`config.mk`:
```
export PLATFORM = sky130hd
export DESIGN_NAME = fcmp_unit_flat
export DESIGN_NICKNAME = d
export VERILOG_FILES = /design/src/rtl/fcmp_unit_if.sv /design/src/rtl/fcmp_unit.sv /design/src/flat_wrapper.sv
export SDC_FILE = /design/constraint.sdc
export NUM_CORES = 1
export LEC_CHECK = 0
export BUFFER_PORTS_ARGS = -buffer_cell sky130_fd_sc_hd__buf_2
export CAP_MARGIN = 10
export CELL_PAD_IN_SITES_DETAIL_PLACEMENT = 0
export CELL_PAD_IN_SITES_GLOBAL_PLACEMENT = 2
export CORE_MARGIN = 8
export CORE_UTILIZATION = 32
export CTS_BUF_LIST = sky130_fd_sc_hd__clkbuf_2 sky130_fd_sc_hd__clkbuf_4 sky130_fd_sc_hd__clkbuf_8
export CTS_CLUSTER_DIAMETER = 60
export DETAILED_ROUTE_END_ITERATION = 8
export PLACE_DENSITY = 0.95
export SLEW_MARGIN = 20
export SYNTH_ARGS = -nofsm -noshare
export SYNTH_HDL_FRONTEND = slang
export SYNTH_SLANG_ARGS = --single-unit
```
`constraint.sdc`:
```
create_clock -name clk -period 7.4 [get_ports clk]
set_input_delay 1.11 -clock clk [delete_from_list [all_inputs] [get_ports clk]]
set_output_delay 1.11 -clock clk [all_outputs]
set_load 0.01 [all_outputs]
```
`src/rtl/fcmp_unit_if.sv`:
```
// Operand/result handshake bundle for fcmp_unit: valid/ready in, valid/ready out, tag sideband.
interface fcmp_unit_if #(
    parameter int EXP_W = 8,
    parameter int MAN_W = 23,
    parameter int TAG_W = 5
);
    localparam int W = 1 + EXP_W + MAN_W;

    logic             in_valid;
    logic             in_ready;
    logic [2:0]       op;
    logic [W-1:0]     x1;
    logic [W-1:0]     x2;
    logic [TAG_W-1:0] tag_in;
    logic             out_valid;
    logic             out_ready;
    logic [W-1:0]     y;
    logic [TAG_W-1:0] tag_out;
    logic             illegal_op;

    modport master (
        output in_valid, op, x1, x2, tag_in, out_ready,
        input  in_ready, out_valid, y, tag_out, illegal_op
    );

    modport slave (
        input  in_valid, op, x1, x2, tag_in, out_ready,
        output in_ready, out_valid, y, tag_out, illegal_op
    );
endinterface

```
`src/rtl/fcmp_unit.sv`:
```
// Float compare/min/max, STAGES cycles latency, one op per cycle.
// Backpressure: a single global stall freezes every stage while out_valid && !out_ready.
module fcmp_unit #(
    parameter int EXP_W  = 8,
    parameter int MAN_W  = 23,
    parameter int STAGES = 1,
    parameter int TAG_W  = 5
) (
    input  logic        clk,
    input  logic        rstn,
    fcmp_unit_if.slave  io
);
    localparam int W = 1 + EXP_W + MAN_W;

    logic             w_advance;
    logic [W-1:0]     w_f1;
    logic [W-1:0]     w_f2;
    logic             w_eq;
    logic             w_lt;
    logic [W-1:0]     w_res;
    logic             w_ill;

    logic             r_vld [STAGES];
    logic [W-1:0]     r_y   [STAGES];
    logic [TAG_W-1:0] r_tag [STAGES];
    logic             r_ill [STAGES];

    assign w_advance   = ~io.out_valid | io.out_ready;
    assign io.in_ready = w_advance & rstn;

    // Zero exponent (denormals and -0) collapses to +0; all-ones exponent is just a big magnitude.
    assign w_f1 = (io.x1[W-2 -: EXP_W] == '0) ? '0 : io.x1;
    assign w_f2 = (io.x2[W-2 -: EXP_W] == '0) ? '0 : io.x2;

    always_comb begin
        w_eq = (w_f1 == w_f2);
        if (w_f1[W-1] != w_f2[W-1])
            w_lt = w_f1[W-1];
        else if (!w_f1[W-1])
            w_lt = (w_f1[W-2:0] < w_f2[W-2:0]);
        else
            w_lt = (w_f1[W-2:0] > w_f2[W-2:0]);
    end

    // min/max forward the raw operand bits; ties resolve to x1.
    always_comb begin
        w_res = '0;
        w_ill = 1'b0;
        case (io.op)
            3'b000:  w_res[0] = w_eq;
            3'b001:  w_res[0] = w_lt;
            3'b010:  w_res[0] = w_lt | w_eq;
            3'b011:  w_res = (w_lt | w_eq) ? io.x1 : io.x2;
            3'b100:  w_res = w_lt ? io.x2 : io.x1;
            default: w_ill = 1'b1;
        endcase
    end

    always_ff @(posedge clk) begin
        if (!rstn) begin
            for (int s = 0; s < STAGES; s++) begin
                r_vld[s] <= 1'b0;
                r_y[s]   <= '0;
                r_tag[s] <= '0;
                r_ill[s] <= 1'b0;
            end
        end else if (w_advance) begin
            r_vld[0] <= io.in_valid;
            r_y[0]   <= w_res;
            r_tag[0] <= io.tag_in;
            r_ill[0] <= w_ill;
            for (int s = 1; s < STAGES; s++) begin
                r_vld[s] <= r_vld[s-1];
                r_y[s]   <= r_y[s-1];
                r_tag[s] <= r_tag[s-1];
                r_ill[s] <= r_ill[s-1];
            end
        end
    end

    assign io.out_valid  = r_vld[STAGES-1];
    assign io.y          = r_y[STAGES-1];
    assign io.tag_out    = r_tag[STAGES-1];
    assign io.illegal_op = r_ill[STAGES-1];
endmodule
```
`src/flat_wrapper.sv`:
```
// flat-port wrapper written by rule: the top's interface ports become plain ports
module fcmp_unit_flat 
#(
    parameter int EXP_W  = 8,
    parameter int MAN_W  = 23,
    parameter int STAGES = 1,
    parameter int TAG_W  = 5
)
  (clk, rstn, io_in_valid, io_op, io_x1, io_x2, io_tag_in, io_out_ready, io_in_ready, io_out_valid, io_y, io_tag_out, io_illegal_op);
  fcmp_unit_if #(.EXP_W(EXP_W), .MAN_W(MAN_W), .TAG_W(TAG_W)) io_i ();
  input  logic clk;
  input  logic rstn;
  input wire logic [$bits(io_i.in_valid)-1:0] io_in_valid;
  input wire logic [$bits(io_i.op)-1:0] io_op;
  input wire logic [$bits(io_i.x1)-1:0] io_x1;
  input wire logic [$bits(io_i.x2)-1:0] io_x2;
  input wire logic [$bits(io_i.tag_in)-1:0] io_tag_in;
  input wire logic [$bits(io_i.out_ready)-1:0] io_out_ready;
  output wire logic [$bits(io_i.in_ready)-1:0] io_in_ready;
  output wire logic [$bits(io_i.out_valid)-1:0] io_out_valid;
  output wire logic [$bits(io_i.y)-1:0] io_y;
  output wire logic [$bits(io_i.tag_out)-1:0] io_tag_out;
  output wire logic [$bits(io_i.illegal_op)-1:0] io_illegal_op;
  assign io_i.in_valid = io_in_valid;
  assign io_i.op = io_op;
  assign io_i.x1 = io_x1;
  assign io_i.x2 = io_x2;
  assign io_i.tag_in = io_tag_in;
  assign io_i.out_ready = io_out_ready;
  assign io_in_ready = io_i.in_ready;
  assign io_out_valid = io_i.out_valid;
  assign io_y = io_i.y;
  assign io_tag_out = io_i.tag_out;
  assign io_illegal_op = io_i.illegal_op;
  fcmp_unit #(.EXP_W(EXP_W), .MAN_W(MAN_W), .STAGES(STAGES), .TAG_W(TAG_W)) u_core (.clk(clk), .rstn(rstn), .io(io_i));
endmodule
```
======== After elaboration in Yosys (flattened, before gate mapping) ========
Memory sizes are Yosys's and may differ from the RTL's.
Index checks and enable logic that the tools add are counted.
word-level totals
  word-level logic and storage cells ...... 45
  memories ................................ 4
  output and inout port bits .............. 40
  bits in writable memories ............... 39
  flip-flop bits (word level) ............. 0
memory list
  name          words  bits a word  read ports  clocked after Yosys merged registers in  wr ports  RTL line         text
  u_core.r_y    1      32           1           0                                        1         fcmp_unit.sv:24  logic [W-1:0] r_y [STAGES];
  u_core.r_tag  1      5            1           0                                        1         fcmp_unit.sv:25  logic [TAG_W-1:0] r_tag [STAGES];
  u_core.r_ill  1      1            1           0                                        1         fcmp_unit.sv:26  logic r_ill [STAGES];
  u_core.r_vld  1      1            1           0                                        1         fcmp_unit.sv:23  logic r_vld [STAGES];
operators by class
  bitwise operators ....................... 4
  equal/unequal tests ..................... 6
  reduce and logical (&&, ||, !) cells .... 8
  magnitude comparators ................... 2
  multiplexer cells ....................... 21
operators by type and width
  operator                                                          count
  32-bit two-way mux                                                5
  31-bit case mux with 2 select lines                               1
  32-bit == test                                                    1
  32-bit OR reduction                                               1
  31-bit > comparator                                               1
  31-bit < comparator                                               1
  8-bit logical NOT                                                 2
  1-bit two-way mux                                                 13
  5-bit OR reduction                                                2
  3-bit by 2-bit == test with 1-bit output (second input constant)  2
  5-bit two-way mux                                                 1
  1-bit case mux with 5 select lines                                1
  3-bit by 1-bit == test with 1-bit output (second input constant)  1
  3-bit == test (second input constant)                             1
  3-bit logical NOT                                                 1
  1-bit bitwise OR                                                  2
  1-bit OR reduction                                                2
  1-bit AND                                                         1
  1-bit != test                                                     1
  1-bit NOT                                                         1

======== Logic depth before layout (Yosys ltp) ========
Gate-level depths: netlist of the first run.
  word-level depth ........................ 9
  mapped depth ............................ 14
  mapped depth without buffers ............ 12

======== Worst setup path before layout of the first run ========
No wires, ideal clock.
  kind .................................... input-to-reg
  start ................................... input io_x2[26]
  end ..................................... memory u_core.r_y[0][10] in the netlist's numbering (data pin)
  setup slack ............................. 3.155 ns
  library setup time ...................... 0.256 ns
  cell stages on the path ................. 14
  arrival ................................. 3.988 ns
  cells stage by stage .................... nor4_1 -> nand2_1 -> clkbuf_1 -> nand2_1 -> ha_1 -> a211oi_2 -> nor2_1 -> o31a_1 -> o2111a_2 -> o211a_1 -> o311ai_2 -> a21oi_4 -> buf_6 -> a22o_1
on the way
  cells in the longest elaborated chain, start to end .. 9
RTL lines
  item                                                        RTL line                          text
  start: declaration                                          flat_wrapper.sv:16                input wire logic [$bits(io_i.x2)-1:0] io_x2;
  8-bit logical NOT                                           fcmp_unit.sv:33                   assign w_f2 = (io.x2[W-2 -: EXP_W] == '0) ? '0 : io.x2;
  32-bit two-way mux *                                        fcmp_unit.sv:33
  31-bit < comparator or 31-bit > comparator (tied branches)  fcmp_unit.sv:40, fcmp_unit.sv:42
  1-bit two-way mux                                           fcmp_unit.sv:39                   else if (!w_f1[W-1])
  1-bit two-way mux                                           fcmp_unit.sv:37                   if (w_f1[W-1] != w_f2[W-1])
  1-bit bitwise OR                                            fcmp_unit.sv:53                   3'b011: w_res = (w_lt | w_eq) ? io.x1 : io.x2;
  32-bit two-way mux                                          fcmp_unit.sv:53
  31-bit case mux with 2 select lines *                       fcmp_unit.sv:49                   case (io.op)
  32-bit two-way mux (no source line) *                       n/a
  end: declaration                                            fcmp_unit.sv:24
Every way passes the cells marked *; elsewhere a longest branch is shown, timed or not.

======== Final worst setup path of the first run ========
  start ................................... input io_x2[27]
  end ..................................... memory u_core.r_y[0][1] in the netlist's numbering (data pin)
Same word-level chain as after synthesis.

==> implementation parameters, run 1 <==
Parameter                              Value

Floorplan
  Die width    111.9 um
  Effective utilization at floorplan    32.49%
  Placement Rows    35
  Vert. Die Dim    111.9 um
  Std-Cell Core Area    9065 sq um
  Top-level port count    116
  Die ar.    12530 sq um

Job
  Max Cap Violations    0

Global routing
  Vias in the first global route    2722
  Initial antenna violation count    0
  GRT Residual Overflow    0
  Maximum number of pins on one net before global-route repair    40
  Total global routing track utilization    12.88%
  Wire length of the first global-routing pass    13.16 mm

Clocking
  Clk buf depth    2
  Clock transition at the registers of the reported paths    0.08 ns
  Count of hold buffers inserted by post-cts repair    0
  Root buffer cell    sky130_fd_sc_hd__clkbuf_8
  Clock Latency Late Sink    0.29 ns
  Number of gates resized after CTS    0
  CTS tree    built
  Number of CTS-inserted buffers    5
  Post-CTS setup buffer count    0
  CTS sink count    39
  H-Tree Level Count    2

Pwr
  Power Density    150.1 nW/um^2
  Leakage Power    1.822 nW
  Peak supply drop    0.05274 mV
  Total Power Consumption    546.8 uW

Synthesis
  Fraction of the yosys area taken by sequential cells    39.76%
  Area of the mapped netlist    2945 sq um
  Fraction of registers with async set or reset after synthesis    0%
  Number of distinct library cells after synthesis    49
  Warning count from the yosys run    0
  Post-synth top cells    sky130_fd_sc_hd__edfxtp_1, sky130_fd_sc_hd__nand2_1, sky130_fd_sc_hd__ha_1, sky130_fd_sc_hd__a22o_1, sky130_fd_sc_hd__and2_1
  Fraction of post-synthesis cell area in the top cell type by area    39.76%
  Cell count after synthesis    285
  Most numerous cell in the Yosys netlist    sky130_fd_sc_hd__edfxtp_1
  Average footprint of a synthesized cell    10.33 sq um
  Cell taking the most area after synthesis    sky130_fd_sc_hd__edfxtp_1
  Flip-flop and latch count after synthesis    39
  Ys flop type    sky130_fd_sc_hd__edfxtp_1
  Net count after synthesis    392
  Number of enable-type register cells in the synthesized netlist    39
  Synth area leaders    sky130_fd_sc_hd__edfxtp_1, sky130_fd_sc_hd__ha_1, sky130_fd_sc_hd__a22o_1

Timing
  Clock period minus worst slack    4.975 ns
  Setup-failing EPs final    0
  Post-route clock period utilization    67.23%
  Worst slew margin relative to its limit    45.96%
  Max-slew violation count    0
  Actual slew at the worst max-slew pin    0.8088 ns
  Timing-limited maximum frequency    0.2010 GHz
  Hold Worst Slack    0.9110 ns
  Count of final hold-check violations    0
  Setup repair after global routing missed its margin    false
  Fin Clk Skew    0.005218 ns
  Total negative slack    0 ns

Drt
  Drt total wl    8.081 mm
  Average vias per placed instance    5.090
  DR DRC count    0
  Routed wire per std cell    16.10 um
  DRC violation total after the first TritonRoute iteration    101
  Routed vias    2555
  First drt pass iteration count    4
  Antenna Violating Nets Remaining    0

Hold path
  Launch point of the worst hold path    u_core.r_vld[0]$_DFFE_PP_
  Hold depth    2
  Worst Hold Path EP    u_core.r_tag[0][0]$_SDFFCE_PN0P_
  Worst hold path type    register to register

Placed design
  Routability Congestion    0.7966
  Port buffer count    115
  Detailed placement HPWL    6.447 mm

Worst setup path
  Largest fanout on the critical path    30
  FF-to-FF End    u_core.r_y[0][1]$_SDFFCE_PN0P_
  Startpoint type of the worst setup path    primary input
  Critical path start-end classification    primary input to register
  Endpoint kind of the worst setup timing path    register
  Worst endpoint data arrival time    5.13 ns
  Register-to-register setup slack    5.44 ns
  Worst-case reg-to-reg path depth    5
  Beginning of the worst register-to-register path    u_core.r_vld[0]$_DFFE_PP_
  Critical Path RT    7.56 ns

Cells and area
  Area growth from synthesis to final layout    23.70%
  Final #Nets    497
  Antenna fix cells    0
  Fraction of final layout cells sized beyond drive strength 1    36.32%
  Number of fillers in the final layout    906

Outcome
  Outcome    complete, no violations
[cell usage in the layout, fill, tap and decap left out, types with 2 or more instances in the layout]
cell type / netlist / routed
sky130_fd_sc_hd__ha_1: 31 / 31
sky130_fd_sc_hd__edfxtp_1: 39 / 39
sky130_fd_sc_hd__o21ai_0: 4 / 4
sky130_fd_sc_hd__o21ai_1: 2 / 2
sky130_fd_sc_hd__nand3_1: 3 / 3
sky130_fd_sc_hd__clkbuf_8: 0 / 5
sky130_fd_sc_hd__o21a_1: 4 / 4
sky130_fd_sc_hd__inv_1: 13 / 13
sky130_fd_sc_hd__a21oi_1: 17 / 17
sky130_fd_sc_hd__a31oi_1: 2 / 2
sky130_fd_sc_hd__and2_1: 22 / 22
sky130_fd_sc_hd__a21o_1: 2 / 2
sky130_fd_sc_hd__nor3_1: 2 / 2
sky130_fd_sc_hd__nor4_2: 2 / 2
sky130_fd_sc_hd__nand2_1: 37 / 37
sky130_fd_sc_hd__nor4_1: 7 / 7
sky130_fd_sc_hd__nand4_2: 2 / 2
sky130_fd_sc_hd__nor2_1: 5 / 5
sky130_fd_sc_hd__a22o_1: 30 / 30
sky130_fd_sc_hd__nor4b_1: 2 / 2
sky130_fd_sc_hd__o31a_1: 2 / 2
sky130_fd_sc_hd__nand2b_1: 2 / 2
sky130_fd_sc_hd__nand3b_1: 2 / 2
sky130_fd_sc_hd__clkbuf_4: 0 / 2
sky130_fd_sc_hd__o21bai_1: 2 / 2
sky130_fd_sc_hd__nand4_1: 5 / 5
sky130_fd_sc_hd__and3_1: 6 / 6
sky130_fd_sc_hd__buf_2: 0 / 115
[worst max-delay path by stage]
stage	endpoint	cells past startpoint	start	slack, ns
global route	u_core.r_y[0][1]$_SDFFCE_PN0P_	13	io_x2[26]	1.94
detailed placement	u_core.r_y[0][1]$_SDFFCE_PN0P_	13	io_x2[28]	2.05
CTS	u_core.r_y[0][1]$_SDFFCE_PN0P_	13	io_x2[28]	2.35
global placement	u_core.r_y[0][30]$_SDFFCE_PN0P_	13	io_x2[28]	2.14
finish	u_core.r_y[0][1]$_SDFFCE_PN0P_	13	io_x2[27]	2.43
floorplan	u_core.r_y[0][10]$_SDFFCE_PN0P_	14	io_x2[26]	3.16
[worst max-delay path: stages]
cell and delay (ns):
sky130_fd_sc_hd__buf_2 0.12, sky130_fd_sc_hd__nor4_1 0.49, sky130_fd_sc_hd__nand2_1 0.56, sky130_fd_sc_hd__nand2_1 0.20, sky130_fd_sc_hd__ha_1 0.27, sky130_fd_sc_hd__a211oi_2 0.23, sky130_fd_sc_hd__nor2_1 0.07, sky130_fd_sc_hd__o31a_1 0.26
sky130_fd_sc_hd__o2111a_2 0.30, sky130_fd_sc_hd__nor4b_4 0.37, sky130_fd_sc_hd__o311ai_2 0.20, sky130_fd_sc_hd__a21oi_4 0.69, sky130_fd_sc_hd__a22o_1 0.24
[per-layer routing]
metal | track usage (%) | vias to the layer above | wire length (um)
li1 | - | 1284 | -
met1 | 14.80 | 1199 | 3486
met2 | 22.37 | 67 | 3964
met3 | 4.437 | 5 | 554
met4 | 3.237 | 0 | 76
met5 | 0 | - | 0
[final cells by class]
cell class                      count  area, sq um  area share [%]
Clock buffer                        7        83.83           2.301
Clock inverter                      1        5.005          0.1374
Inverter                           14        52.55           1.442
Multi-Input combinational cell    214         1609           44.16
Sequential cell                    39         1171           32.14
Tap cell                          111        138.9           3.812
Timing Repair Buffer              116        583.1           16.00
[where the power goes]
group / switching (mW) / internal (mW) / leakage (nW) / total, mW
clock network: 0.0754 / 0.0736 / 0.0491 / 0.149
logic: 0.0742 / 0.0605 / 1.31 / 0.135
registers: 0.00390 / 0.259 / 0.461 / 0.263
[flip-flops by register name, summed over array words and instances, names as in the netlist]
signal        flops
u_core.r_ill      1
u_core.r_vld      1
u_core.r_tag      5
u_core.r_y       32
[logic make-up after synthesis]
logic type | after synthesis | synth area share (%)
fa+ha+maj | 31 | 13.17
xor+xnor | 1 | 0.2974
compound gates | 78 | 20.86
simple gates | 104 | 20.31
flops | 39 | 39.76
buf+inv | 32 | 5.607
[metrics by stage]
stage,instances,area (sq um),util (%),setup WS [ns]
after global routing,502,3643,40.19,1.942
after floorplan,285,2945,-,3.156
after CTS,502,3643,40.19,2.353
after detailed placement,494,3555,39.21,2.054
after global placement,494,3555,39.21,2.138
final,502,3643,40.19,2.425
(Power assumes the default switching activity.)
==> run 2: changes to the inputs <==
- ABC_AREA: unset -> 1
- CORE_UTILIZATION: 32 -> 29
- PLACE_DENSITY: 0.95 -> 0.91
- clock period: 7.4 -> 4.9 ns (I/O delays scaled with it)
==> implementation parameters, run 2 <==
Parameter                              Value

Outcome
  Outcome    complete, no violations

Worst setup path
  Critical path start-end classification    primary input to register
  Worst-case reg-to-reg path depth    3
  Worst endpoint data arrival time    3.73 ns
  Register-to-register setup slack    3.22 ns
  Startpoint type of the worst setup path    primary input
  Largest fanout on the critical path    32
  Endpoint kind of the worst setup timing path    register
  Critical Path RT    4.93 ns
  Beginning of the worst register-to-register path    u_core.r_vld[0]$_DFFE_PP_
  FF-to-FF End    u_core.r_ill[0]$_DFFE_PP_

Clocking
  Clock Latency Late Sink    0.30 ns
  Number of gates resized after CTS    0
  H-Tree Level Count    2
  Root buffer cell    sky130_fd_sc_hd__clkbuf_8
  Clk buf depth    2
  Post-CTS setup buffer count    0
  CTS sink count    39
  Count of hold buffers inserted by post-cts repair    0
  Clock transition at the registers of the reported paths    0.08 ns
  Number of CTS-inserted buffers    5
  CTS tree    built

Placed design
  DP Cell Count    801
  Detailed placement HPWL    8.523 mm
  Port buffer count    115
  Post-Place Setup Slack    0.8386 ns
  Routability Congestion    0.8017

Hold path
  Worst Hold Path EP    u_core.r_tag[0][3]$_SDFFCE_PN0P_
  Worst hold path type    primary input to register
  Launch point of the worst hold path    io_tag_in[3]
  Hold depth    3

Drt
  DR DRC count    0
  First drt pass iteration count    5
  Drt total wl    11.51 mm
  Routed vias    3840
  DRC violation total after the first TritonRoute iteration    195
  Antenna Violating Nets Remaining    0
  Average vias per placed instance    4.747
  Routed wire per std cell    14.22 um

Timing
  Setup repair after global routing missed its margin    false
  Worst slew margin relative to its limit    36.67%
  Count of final hold-check violations    0
  Setup-failing EPs final    0
  Total negative slack    0 ns
  Clock period minus worst slack    3.702 ns
  Post-route clock period utilization    75.56%
  Timing-limited maximum frequency    0.2701 GHz
  Actual slew at the worst max-slew pin    0.9466 ns
  Fin Clk Skew    0.003712 ns
  Final critical-path setup slack    1.198 ns
  Max-slew violation count    0

Synthesis
  Post-synth top cells    sky130_fd_sc_hd__nand2_1, sky130_fd_sc_hd__inv_1, sky130_fd_sc_hd__nand3_1, sky130_fd_sc_hd__nor2_1, sky130_fd_sc_hd__edfxtp_1
  Number of enable-type register cells in the synthesized netlist    39
  Cell taking the most area after synthesis    sky130_fd_sc_hd__edfxtp_1
  Average footprint of a synthesized cell    7.227 sq um
  Cell count after synthesis    544
  Flip-flop and latch count after synthesis    39
  Number of distinct library cells after synthesis    29
  Ys flop type    sky130_fd_sc_hd__edfxtp_1
  Fraction of the yosys area taken by sequential cells    29.79%
  Fraction of post-synthesis cell area in the top cell type by area    29.79%
  Fraction of registers with async set or reset after synthesis    0%
  Net count after synthesis    651
  Area of the mapped netlist    3931 sq um
  Most numerous cell in the Yosys netlist    sky130_fd_sc_hd__nand2_1
  Warning count from the yosys run    0
  Synth area leaders    sky130_fd_sc_hd__edfxtp_1, sky130_fd_sc_hd__nand2_1, sky130_fd_sc_hd__ha_1

Pwr
  Power Density    210.4 nW/um^2
  Peak supply drop    0.08084 mV
  Total Power Consumption    986.8 uW
  Leakage Power    2.354 nW

Cells and area
  Most frequent cells in the layout    sky130_fd_sc_hd__nand2_1, sky130_fd_sc_hd__buf_2, sky130_fd_sc_hd__inv_1, sky130_fd_sc_hd__nand3_1, sky130_fd_sc_hd__nor2_1
  Fraction of final layout cells sized beyond drive strength 1    28.75%
  Area growth from synthesis to final layout    19.29%
  Number of fillers in the final layout    1478
  Antenna fix cells    0
  Non-Filler Instances    809
  Top Registers    u_core.r_y x32, u_core.r_tag x5
  Reg with most FFs    u_core.r_y
  Max FFs per register    32
  Most common cell after layout, fill and taps aside    sky130_fd_sc_hd__nand2_1
  Final #Nets    739

Global routing
  Initial antenna violation count    0
  Total global routing track utilization    13.14%
  Met3 Use GR    3.407%
  GRT met1 Usage    15.81%
  Vias in the first global route    3951
  GRT Residual Overflow    0
  Maximum number of pins on one net before global-route repair    97
  Wire length of the first global-routing pass    19.42 mm
  Layer with the highest usage    met2
  Global routing met2 resource utilization    22.88%

Floorplan
  Die width    132.4 um
  Vert. Die Dim    132.4 um
  Placement Rows    42
  Effective utilization at floorplan    29.69%
  Top-level port count    116
  Std-Cell Core Area    13240 sq um
  Die ar.    17540 sq um

Job
  Max Cap Violations    0
==> run 2: changes by cell type after synthesis, moves of 9 or more <==
cell                       change
sky130_fd_sc_hd__nand2_2      +13
sky130_fd_sc_hd__a21oi_1      +16
sky130_fd_sc_hd__nand2_1      +98
sky130_fd_sc_hd__a21oi_2       +9
sky130_fd_sc_hd__nand3b_1     +19
sky130_fd_sc_hd__o211ai_1     +21
sky130_fd_sc_hd__and2_1       -21
sky130_fd_sc_hd__nand3_1      +49
sky130_fd_sc_hd__inv_2         +9
sky130_fd_sc_hd__o211ai_2     +10
sky130_fd_sc_hd__nor2_1       +39
sky130_fd_sc_hd__inv_1        +51
sky130_fd_sc_hd__a22o_1       -30
==> run 2: cell type report <==
cell class | instances | area [sq um] | share of cell area [%]
multi-input cells | 393 | 2295 | 48.93
flip-flops and latches | 39 | 1171 | 24.97
repair buffers | 119 | 618.1 | 13.18
inverters | 74 | 277.8 | 5.923
well taps | 176 | 220.2 | 4.696
clock buffers | 5 | 68.82 | 1.467
clock inverters | 3 | 38.79 | 0.8271
==> run 2: kinds of logic (layout without fill, tap and decap cells) <==
group / after synthesis / in the layout / share of synthesized area, %
and+or+nand+nor: 285 / 285 / 33.74
buffers and inverters: 112 / 201 / 12.48
AOI/OAI and AO/OA: 77 / 77 / 14.13
adders and majority gates: 31 / 31 / 9.866
DFF: 39 / 39 / 29.79
==> run 2: routing by layer <==
| layer | part of all wire, % | up-vias | routed length, um |
|---|---|---|---|
| li1 | - | 1978 | - |
| met3 | 6.6 | 6 | 757 |
| met1 | 45 | 1743 | 5148 |
| met5 | 0 | - | 0 |
| met4 | 0.84 | 0 | 97 |
| met2 | 48 | 113 | 5503 |
==> run 2: worst max-delay path by stage <==
| stage | start | slack [ns] | to |
|---|---|---|---|
| after floorplan | io_x1[24] | 1.57 | u_core.r_y[0][10]$_SDFFCE_PN0P_ |
| after global placement | io_x1[24] | 0.91 | u_core.r_y[0][0]$_SDFFCE_PN0P_ |
| after detailed placement | io_x1[24] | 0.84 | u_core.r_y[0][0]$_SDFFCE_PN0P_ |
| after CTS | io_x1[24] | 1.16 | u_core.r_y[0][0]$_SDFFCE_PN0P_ |
| after global routing | io_x1[24] | 0.76 | u_core.r_y[0][11]$_SDFFCE_PN0P_ |
| final | io_x1[24] | 1.20 | u_core.r_y[0][0]$_SDFFCE_PN0P_ |
==> run 2: through the flow <==
step	hold slack, ns	utilization, %	area [sq um]
after detailed placement	1.038	34.54	4574
after global routing	0.7376	35.41	4690
after floorplan	0.9430	-	3931
after global placement	1.032	34.54	4574
after CTS	0.7151	35.36	4682
final	0.7218	35.41	4690
==> run 2: critical path: stages <==
cell	delay (ns)
sky130_fd_sc_hd__buf_2	0.11
sky130_fd_sc_hd__inv_1	0.08
sky130_fd_sc_hd__nand4_1	0.15
sky130_fd_sc_hd__nor2_4	0.50
sky130_fd_sc_hd__nor2_1	0.10
sky130_fd_sc_hd__ha_1	0.32
sky130_fd_sc_hd__nand2_1	0.07
sky130_fd_sc_hd__nor2_1	0.18
sky130_fd_sc_hd__inv_1	0.06
sky130_fd_sc_hd__nor2_1	0.13
sky130_fd_sc_hd__nand2_1	0.06
sky130_fd_sc_hd__nand2_1	0.05
sky130_fd_sc_hd__nand2_1	0.06
sky130_fd_sc_hd__nand3_1	0.08
sky130_fd_sc_hd__nand3_2	0.12
sky130_fd_sc_hd__nand2_4	0.10
sky130_fd_sc_hd__nand2_2	0.40
sky130_fd_sc_hd__nand2_1	0.18
sky130_fd_sc_hd__nand3_1	0.09
sky130_fd_sc_hd__nor2_1	0.09
sky130_fd_sc_hd__nor2_1	0.04
==> run 2: power by group <==
group / internal (mW) / leakage, nW / switching (mW)
combinational: 0.115 / 1.84 / 0.198
sequential: 0.391 / 0.460 / 0.00637
clock: 0.149 / 0.0556 / 0.127
==> run 3: changes to the inputs <==
- clock period: 4.9 -> 3.5 ns (I/O delays scaled with it)
==> implementation parameters, run 3 (synthesis gave the netlist of run 2 again) <==
Parameter                              Value

Clocking
  Clock Latency Late Sink    0.32 ns
  Clock transition at the registers of the reported paths    0.09 ns
  CTS tree    built
  CTS sink count    39
  Root buffer cell    sky130_fd_sc_hd__clkbuf_8
  Number of CTS-inserted buffers    5
  H-Tree Level Count    2
  Clk buf depth    2
  Post-CTS setup buffer count    0

Timing
  Actual slew at the worst max-slew pin    0.7088 ns
  Clock period minus worst slack    3.108 ns
  Worst slew margin relative to its limit    52.49%
  Max-slew violation count    0
  Total negative slack    0 ns
  Count of final hold-check violations    0
  Post-route clock period utilization    88.80%
  Hold Worst Slack    0.5105 ns
  Setup repair after global routing missed its margin    false
  Fin Clk Skew    0.008734 ns
  Setup-failing EPs final    0
  Timing-limited maximum frequency    0.3217 GHz

Placed design
  Detailed placement HPWL    9.102 mm
  Routability Congestion    0.7950
  Placed cell areas    4674 sq um
  Port buffer count    115

Worst setup path
  Register-to-register setup slack    2.08 ns
  Worst endpoint data arrival time    3.16 ns
  Worst-case reg-to-reg path depth    4
  FF-to-FF End    u_core.r_y[0][24]$_SDFFCE_PN0P_
  Largest fanout on the critical path    32
  Critical Path RT    3.55 ns
  Endpoint kind of the worst setup timing path    register
  Critical path start-end classification    primary input to register
  Beginning of the worst register-to-register path    u_core.r_vld[0]$_DFFE_PP_
  Startpoint type of the worst setup path    primary input

Global routing
  Vias in the first global route    4098
  GRT Residual Overflow    0
  Total global routing track utilization    13.67%
  Initial antenna violation count    0
  Maximum number of pins on one net before global-route repair    43
  Wire length of the first global-routing pass    20.11 mm

Cells and area
  Area growth from synthesis to final layout    21.80%
  Most frequent cells in the layout    sky130_fd_sc_hd__nand2_1, sky130_fd_sc_hd__buf_2, sky130_fd_sc_hd__inv_1, sky130_fd_sc_hd__nand3_1, sky130_fd_sc_hd__nor2_1
  Antenna fix cells    0
  Fraction of final layout cells sized beyond drive strength 1    30.17%
  Reg with most FFs    u_core.r_y
  Number of fillers in the final layout    1463
  Most common cell after layout, fill and taps aside    sky130_fd_sc_hd__nand2_1
  Final #Nets    749
  Final core utilization    36.16%
  Top Registers    u_core.r_y x32, u_core.r_tag x5
  Max FFs per register    32
  Area of all placed cells without fillers    4788 sq um

Job
  Max Cap Violations    0

Outcome
  Outcome    complete, no violations

Drt
  Routed vias    3834
  Routed wire per std cell    14.55 um
  Average vias per placed instance    4.681
  First drt pass iteration count    4
  DR DRC count    0
  DRC violation total after the first TritonRoute iteration    204
  Antenna Violating Nets Remaining    0
  Drt total wl    11.91 mm

Floorplan
  Die ar.    17540 sq um
  Std-Cell Core Area    13240 sq um
  Effective utilization at floorplan    29.69%
  Top-level port count    116
  Placement Rows    42
  Vert. Die Dim    132.4 um
  Die width    132.4 um

Hold path
  Worst hold path type    primary input to register
  Hold depth    3
  Launch point of the worst hold path    io_in_valid
  Worst Hold Path EP    u_core.r_vld[0]$_DFFE_PP_

Pwr
  Leakage Power    2.397 nW
  Total Power Consumption    1.345 mW
  Power Density    280.9 nW/um^2
  Peak supply drop    0.1104 mV
## run 3: cell count changes in the layout (fill, tap and decap cells not counted), sizes merged
cell and change:
bufinv -1, buf +10, clkinvlp +2, clkinv -1
## run 3: where the power goes
group,switching (mW),internal (mW)
combinational,0.284,0.174
clock,0.191,0.139
sequential,0.00908,0.548
total,0.484,0.861
## run 3: what timing repair did
| action | in CTS | in global routing |
|---|---|---|
| resized for setup | 0 | 5 |
| endpoints found under the setup margin | 0 | 30 |
| hold buffers | 0 | 0 |
## run 3: worst max path at each step
| stage | startpoint | endpoint | slack (ns) | cells after the start |
|---|---|---|---|---|
| 2_1_floorplan | io_x1[24] | u_core.r_y[0][10]$_SDFFCE_PN0P_ | 0.38 | 20 |
| 3_3_place_gp | io_x2[29] | u_core.r_y[0][0]$_SDFFCE_PN0P_ | 0.01 | 25 |
| 3_5_place_dp | io_x2[29] | u_core.r_y[0][4]$_SDFFCE_PN0P_ | -0.006 | 21 |
| 4_1_cts | io_x2[29] | u_core.r_y[0][0]$_SDFFCE_PN0P_ | 0.33 | 23 |
| 5_1_grt | io_x2[29] | u_core.r_y[0][0]$_SDFFCE_PN0P_ | 0.000003 | 25 |
| 6_report | io_x2[29] | u_core.r_y[0][0]$_SDFFCE_PN0P_ | 0.39 | 25 |
## run 3: critical path, cell delays in order
cell and delay [ns]:
sky130_fd_sc_hd__buf_2 0.12, sky130_fd_sc_hd__inv_1 0.09, sky130_fd_sc_hd__nand4_1 0.14, sky130_fd_sc_hd__nor2_2 0.21, sky130_fd_sc_hd__inv_4 0.13, sky130_fd_sc_hd__buf_4 0.18, sky130_fd_sc_hd__nand2_1 0.05, sky130_fd_sc_hd__ha_1 0.24
sky130_fd_sc_hd__a21oi_1 0.15, sky130_fd_sc_hd__nand2_1 0.06, sky130_fd_sc_hd__nand2_1 0.05, sky130_fd_sc_hd__nand2_1 0.05, sky130_fd_sc_hd__nand2_1 0.05, sky130_fd_sc_hd__nand2_1 0.04, sky130_fd_sc_hd__nand2_1 0.07, sky130_fd_sc_hd__nand2_1 0.05
sky130_fd_sc_hd__nand2_1 0.06, sky130_fd_sc_hd__nand3_2 0.13, sky130_fd_sc_hd__nand2_8 0.16, sky130_fd_sc_hd__nand2_2 0.08, sky130_fd_sc_hd__buf_12 0.18, sky130_fd_sc_hd__nand2_1 0.07, sky130_fd_sc_hd__nand3_1 0.07, sky130_fd_sc_hd__nor2_1 0.12
sky130_fd_sc_hd__nor2_1 0.05
## run 3: cell type report
class / count / area [sq um] / area share [%]
multi-input cells: 393 / 2306 / 48.16
flip-flops and latches: 39 / 1171 / 24.46
repair buffers: 129 / 721.9 / 15.08
inverters: 74 / 280.3 / 5.853
well taps: 176 / 220.2 / 4.599
clock buffers: 5 / 68.82 / 1.437
clock inverters: 3 / 20.02 / 0.4181
## run 3: layer usage
| metal | track usage [%] | wire, um |
|---|---|---|
| met1 | 16.65 | 5385 |
| met2 | 23.27 | 5699 |
| met3 | 3.407 | 669 |
| met4 | 3.975 | 158 |
| met5 | 0 | 0 |
## run 3: per-stage QoR
stage	instances	worst slack [ns]
2_1_floorplan	544	0.3836
4_1_cts	819	0.3307
6_report	819	0.3919
3_5_place_dp	811	-0.005785
5_1_grt	819	0.000003109
3_3_place_gp	811	0.01360
